`src/rtl/set_bit_scanner.sv`:
```
`default_nettype none
// ============================================================================
// Module      : set_bit_scanner
// Description : Expands a vector into the indices of its set bits, one index
//               per beat, over a valid/ready stream. An all-zero vector
//               produces a single beat flagged Empty (index 0). Each accepted
//               vector ends with a beat flagged Last.
// Revision    : 1.0 - initial release
// ----------------------------------------------------------------------------
// Ports
//   clk_i        in   1      clock, rising edge
//   rst_ni       in   1      reset, asynchronous, active-low
//   A_valid_i    in   1      input vector valid
//   A_ready_o    out  1      input vector accepted when A_valid_i & A_ready_o
//   A_i          in   width  vector to scan
//   Idx_valid_o  out  1      output beat valid
//   Idx_ready_i  in   1      output beat consumed when Idx_valid_o & Idx_ready_i
//   Idx_o        out  idxw   index of the current set bit
//   Last_o       out  1      final beat for the current vector
//   Empty_o      out  1      accepted vector was all-zero
// Configuration
//   SET_BIT_SCANNER_MSB_FIRST_EN : when defined, indices are emitted from the
//   highest set bit downward; otherwise from the lowest set bit upward.
// ============================================================================
module set_bit_scanner #(
  parameter  int width = 8,
  localparam int idxw  = (width > 1) ? $clog2(width) : 1
) (
  input  logic             clk_i,
  input  logic             rst_ni,
  input  logic             A_valid_i,
  output logic             A_ready_o,
  input  logic [width-1:0] A_i,
  output logic             Idx_valid_o,
  input  logic             Idx_ready_i,
  output logic [idxw-1:0]  Idx_o,
  output logic             Last_o,
  output logic             Empty_o
);

  typedef enum logic [0:0] {
    IDLE = 1'b0,
    EMIT = 1'b1
  } state_t;

  state_t           state;
  state_t           state_next;
  logic [width-1:0] mask;
  logic [width-1:0] mask_next;
  logic [idxw-1:0]  sel_idx;
  logic             mask_zero;
  logic             mask_single;
  logic             emitting;

  // Priority encoder over the remaining bits. The loop direction makes the
  // last matching iteration win, which selects the lowest (or highest) bit.
  always_comb begin
    sel_idx = '0;
`ifdef SET_BIT_SCANNER_MSB_FIRST_EN
    for (int i = 0; i < width; i++) begin
      if (mask[i]) sel_idx = i[idxw-1:0];
    end
`else
    for (int i = width - 1; i >= 0; i--) begin
      if (mask[i]) sel_idx = i[idxw-1:0];
    end
`endif
  end

  assign mask_zero   = ~|mask;
  // x & (x-1) clears the lowest set bit; zero result means at most one bit.
  assign mask_single = !mask_zero && ((mask & (mask - width'(1))) == '0);
  assign emitting    = (state == EMIT);

  // Outputs are decoded from registered state only; gating with EMIT keeps
  // them at their reset values while idle even though mask is zero there.
  assign A_ready_o   = (state == IDLE);
  assign Idx_valid_o = emitting;
  assign Idx_o       = emitting ? sel_idx : '0;
  assign Last_o      = emitting && (mask_single || mask_zero);
  assign Empty_o     = emitting && mask_zero;

  always_comb begin
    state_next = state;
    mask_next  = mask;
    case (state)
      IDLE: begin
        if (A_valid_i) begin
          mask_next  = A_i;
          state_next = EMIT;
        end
      end
      EMIT: begin
        if (Idx_ready_i) begin
          mask_next = mask & ~(width'(1) << sel_idx);
          if (mask_single || mask_zero) state_next = IDLE;
        end
      end
      default: begin
        state_next = IDLE;
        mask_next  = '0;
      end
    endcase
  end

  always_ff @(posedge clk_i or negedge rst_ni) begin
    if (!rst_ni) begin
      state <= IDLE;
      mask  <= '0;
    end else begin
      state <= state_next;
      mask  <= mask_next;
    end
  end

endmodule
`default_nettype wire

```
`config.mk`:
```
export PLATFORM = sky130hd
export DESIGN_NAME = set_bit_scanner
export DESIGN_NICKNAME = d
export VERILOG_FILES = /design/src/rtl/set_bit_scanner.sv
export SDC_FILE = /design/constraint.sdc
export NUM_CORES = 1
export LEC_CHECK = 0
export BUFFER_PORTS_ARGS = -buffer_cell sky130_fd_sc_hd__buf_2
export CORE_MARGIN = 5
export CORE_UTILIZATION = 43
export CTS_CLUSTER_DIAMETER = 30
export DETAILED_ROUTE_END_ITERATION = 12
export PLACE_DENSITY = 0.82
export SLEW_MARGIN = 20
export SYNTH_ARGS = -nofsm -noshare
export SYNTH_HDL_FRONTEND = slang
export SYNTH_SLANG_ARGS = --single-unit
```
`constraint.sdc`:
```
create_clock -name clk_i -period 1.44 [get_ports clk_i]
set_input_delay 0.072 -clock clk_i [delete_from_list [all_inputs] [get_ports clk_i]]
set_output_delay 0.072 -clock clk_i [all_outputs]
set_load 0.01 [all_outputs]
```
==> metrics.txt, run 1 <==
1st-iter DRT viols=42; Tmin final=1.822 ns; static power due to leakage=0.0005443 µW; CP Max Fanout=3; Synth warnings=0; slowest cell on the critical path=or4_4; Final setup viols=11; CP Cell Sequence=or4_4, nor3_2, o311a_4, buf_6; dominant synthesized flop cell=dfrtp_1; Placement Setup Slack=-0.1502 ns; Worst slew margin=69.44%; clock latency at the later pin of the worst-skew pair=0.27 ns; DP HPWL=1382 µm; gr usage total=24.49%; # diodes=0; Post-synth EDFFs=0; Final Hold Viols=0; Inst Count DP=115; power density over the cells=2986 nW/µm²; fraction of layout cells with a size suffix above 1=58.20%; worst reg2reg startpoint=mask[1]; drt first pass iters=4; wire length per cell=19.94 µm; flop-to-flop setup slack=-0.37 ns; buffers added on ports=18; Placement Rows=13; via count=836; Hold Path Sink=mask[2]; gpl congestion=0.8232; initial core utilization=45.49%; syn_nets=84; largest net degree at the start of global routing=10; clock-pin slew on the worst setup and hold paths=0.07 ns; max cap viols=0; initial antenna violation count=0; Max Buffers Root-to-Sink=2; Hold Path Origin=A_i[2]; Die W=47.34 µm; Synth Cell Area=599.3 µm²; Mean Syn Cell Area=8.324 µm²; crit end category=output port; routed wire length=2732 µm; clock sink total=9; Buf+Inv Stages, Crit Path=1; vias per cell=6.102; Final Worst Setup Slack=-0.3819 ns; Root Driver=clkbuf_4; peak supply drop=1.809 mV; die area=2241 µm²; reg2reg end=mask[6]; CP peak stage delay=0.59 ns; maximum clock frequency=548.9 MHz; Yosys reg bits=9; Final Max Tran Viols=0; final-stage net count=135; Final Power=3321 µW; failing checks=setup timing; Post-Syn Instances=72; Top delay family on crit path=simple AND/OR/NAND/NOR gates; Register-to-Register Path Depth=5; Setup crit start=mask[1]; Hold Path Class=input pin to register; Crit Path Class=register to output port; Hold Path Stages=3; CTS Buf Count=3; Area Growth Syn to Fin=85.60%; synth unique cells=29; register area share after synthesis=37.58%; vias in the first global route=756; core area=1318 µm²; Post-synth ARST share=100.0%; TritonCTS clock tree=done; htree depth=1; I/O Pins=19; # fillers=68; Congestion Overflow GR=0; fin cells=137; post-route clock period utilization=126.5%; chip height=47.34 µm; DRC Markers=0; first-pass GRT wire length=3726 µm; RSZ-0062 raised after global routing=yes; status=finished with violations; Setup Skew=0.003162 ns; Setup crit start kind=register; DRT antenna net count=0; Slew @ Worst Pin=0.4574 ns; CP Data Arrival Time=1.75 ns; Worst Path Required=1.37 ns
==> timing repair <==
| item | in CTS | in global routing |
|---|---|---|
| endpoints found under the hold margin | 9 | 0 |
| gates resized for setup | 16 | 21 |
| hold buffers | 1 | 0 |
| buffers inserted | 11 | 6 |
| pin swaps | 11 | 4 |
| setup endpoints to repair | 8 | 10 |
==> stage by stage <==
stage                     hold WS [ns]  utilization [%]  area [µm²]  setup TNS [ns]
after floorplan                -0.2236                -       605.6         -0.2029
after global placement        -0.06541            60.78       800.8         -0.1914
after detailed placement      -0.06364            60.78       800.8         -0.3489
after CTS                     0.005627            74.36       979.7          -1.247
after global routing           0.01467            84.43        1112          -2.606
final                          0.01879            84.43        1112          -2.140
==> how the worst max path moves through the flow <==
stage | endpoint | cells after the start
floorplan | Idx_valid_o | 4
global placement | mask[6] | 4
detailed placement | mask[6] | 4
CTS | Last_o | 4
global route | Last_o | 4
finish | Last_o | 4
==> registers in the layout, summed over array words and instances, names as in the netlist <==
signal / flops
Idx_valid_o: 1
mask: 8
==> cell type report <==
cell class / instances / area, µm² / share of cell area, %
clock buffer: 4 / 26.28 / 2.362
inverter: 2 / 7.507 / 0.6749
multi-input combinational: 58 / 451.7 / 40.61
sequential: 9 / 229.0 / 20.58
tap: 15 / 18.77 / 1.687
timing repair buffer: 49 / 379.1 / 34.08
==> placed cells by master (no fill, tap or decap), types with 2 or more instances in the layout <==
master    instances
buf_4            19
buf_2            16
buf_6            13
nand2_1           7
dfrtp_1           6
nor2_1            5
nor2b_1           3
a21oi_1           3
o21ai_0           3
clkbuf_4          3
dfrtp_2           3
inv_1             2
nor2_2            2
o31a_1            2
nor4_4            2
maj3_1            2
nor3_2            2
o21ai_1           2
a22o_1            2
==> cells in the mapped netlist (2+ instances only) <==
cell type,instances,share of area (%)
nor4_1,4,4.2
nor3_1,2,1.7
nor2b_1,4,4.2
inv_1,2,1.3
nor2_1,8,5.0
maj3_1,2,3.3
o21ai_0,6,5.0
a21oi_1,3,2.5
dfrtp_1,9,38
o31a_1,2,2.9
clkbuf_1,3,1.9
a22o_1,2,2.9
nand2_1,9,5.6
==> cells by family after synthesis <==
group	after synthesis	synth area share [%]
and+or+nand+nor	34	29.85
AOI/OAI and AO/OA	21	24.43
DFF	9	37.58
buffers and inverters	5	3.132
adders and majority gates	2	3.340
muxes	1	1.670
==> per-layer routing <==
metal	share of wire, %	track usage (%)	wire, µm	up-vias
li1	-	-	-	366
met5	0	0	0	-
met3	7.1	3.065	193	12
met4	3.6	6.630	98	0
met1	42	34.42	1152	392
met2	47	39.30	1288	66
==> worst min-delay path, cell delays in order <==
cell and delay, ns:
buf_2 0.07, nand2_1 0.04, nand2_1 0.06
==> power breakdown <==
part           leakage [µW]  total (µW)  switching [µW]  internal (µW)
clock network     0.0000150         208             101            107
registers          0.000110         535             164            371
logic              0.000419        2580            1160           1420
(Power assumes the default switching activity.)
==> run 2, diff against run 1 <==
- SKIP_LAST_GASP: default -> 1
==> run 2 against run 1 <==
The flow still finishes with violations (setup timing). First-iteration DRC count increased by 33%. Count of clock-buffer cells in the layout unchanged. Maximum frequency decreased by 0.16%. Core utilization decreased by 1.2 points. Non-clock buffer count unchanged. Cell count unchanged. Cell area decreased by 1.5%.
==> metrics.txt, run 2 (synthesized netlist as in run 1, its figures left out) <==
wire length per cell=20.36 µm; Final Max Tran Viols=0; vias per cell=6.241; CP Max Fanout=3; Fin Setup TNS=-2.297 ns; commonest non-fill, non-tap cell in the layout=buf_4; via count=855; Top delay family on crit path=simple AND/OR/NAND/NOR gates; Area Growth Syn to Fin=82.88%; Largest register FFs=8; slowest cell on the critical path=or4_4; Buf+Inv Stages, Crit Path=1; CP Data Arrival Time=1.75 ns; clock sink total=9; power density over the cells=2977 nW/µm²; Hold Path Stages=3; Worst Path Required=1.37 ns; reg2reg end=mask[6]; Tmin final=1.825 ns; I/O Pins=19; peak supply drop=1.620 mV; first-pass GRT wire length=3760 µm; DRC Markers=0; RSZ-0062 raised after global routing=yes; flop-to-flop setup slack=-0.38 ns; Final setup viols=10; Root Driver=clkbuf_4; Die W=47.34 µm; Setup crit start kind=register; final-stage net count=135; post-route clock period utilization=126.7%; htree depth=1; chip height=47.34 µm; Final Power=3263 µW; Final Hold Viols=0; DRT antenna net count=0; initial core utilization=45.49%; die area=2241 µm²; fraction of layout cells with a size suffix above 1=58.20%; worst reg2reg startpoint=mask[1]; Top reg by flops=mask; # diodes=0; gpl congestion=0.8232; Hold Path Class=input pin to register; vias in the first global route=765; Hold Path Sink=mask[2]; highest-count cells in the layout ignoring fill and taps=23 x buf_4, 16 x buf_2, 9 x buf_6, 7 x nand2_1; largest net degree at the start of global routing=10; buffers added on ports=18; CP peak stage delay=0.60 ns; Hold Path Origin=A_i[2]; failing checks=setup timing; maximum clock frequency=548.0 MHz; CP Cell Sequence=or4_4, nor4_4, o311a_4, buf_6; Congestion Overflow GR=0; Placement Setup Slack=-0.1502 ns; Final Worst Setup Slack=-0.3848 ns; routed wire length=2790 µm; Setup crit start=mask[1]; TritonCTS clock tree=done; drt first pass iters=4; static power due to leakage=0.0005392 µW; Setup Skew=0.001507 ns; Register-to-Register Path Depth=5; max cap viols=0; DP HPWL=1382 µm; clock-pin slew on the worst setup and hold paths=0.07 ns; 1st-iter DRT viols=56; initial antenna violation count=0; Placement Rows=13; Max Buffers Root-to-Sink=2; core area=1318 µm²; CTS Buf Count=3; Slew @ Worst Pin=0.4814 ns; Crit Path Class=register to output port; Worst slew margin=67.84%; status=finished with violations; clock latency at the later pin of the worst-skew pair=0.28 ns; crit end category=output port; gr usage total=24.81%; Hold WS=0.008764 ns
run 2: cell counts in the layout (fill, tap and decap cells not counted):
Identical to the previous run, type by type.
run 2: worst reg2reg max path: stages, from the launching register on:
cell and delay, ns:
dfrtp_1 0.41, or4_4 0.60, buf_4 0.17, a32o_2 0.28, nor3_2 0.14, a21oi_1 0.10
run 2: report_power, final:
part           switching [µW]  internal, µW
logic                    1130          1370
clock network             114           108
registers                 165           370
run 2: timing repair:
action / in CTS / in global routing
endpoints found under the hold margin: 9 / 0
cloned: 0 / 0
pin swaps: 11 / 8
buffers inserted: 11 / 6
setup endpoints to repair: 8 / 11
hold buffers: 1 / 0
resized for setup: 15 / 18
run 2: worst max-delay path by stage:
| stage | to | slack, ns | cells past startpoint |
|---|---|---|---|
| 3_5_place_dp | mask[6] | -0.15 | 4 |
| 3_3_place_gp | mask[6] | -0.08 | 4 |
| 4_1_cts | Last_o | -0.32 | 4 |
| 5_1_grt | mask[6] | -0.40 | 5 |
| 2_1_floorplan | Idx_valid_o | -0.10 | 4 |
| 6_report | Last_o | -0.38 | 4 |
run 2: stage by stage:
step	cells	area (µm²)	util, %
4_1_cts	131	975.9	74.07
6_report	137	1096	83.19
2_1_floorplan	72	605.6	-
3_5_place_dp	115	800.8	60.78
3_3_place_gp	115	800.8	60.78
5_1_grt	137	1096	83.19
run 2: routing by layer:
metal	track usage [%]	share of wire [%]
met3	3.448	10
met2	38.50	47
met5	0	0
met1	34.65	41
met4	9.392	2.7
run 2: layout make-up:
type	instances	area (µm²)
flip-flops and latches	9	229.0
repair buffers	49	364.1
well taps	15	18.77
inverters	2	7.507
fillers	74	221.5
multi-input cells	58	450.4
clock buffers	4	26.28
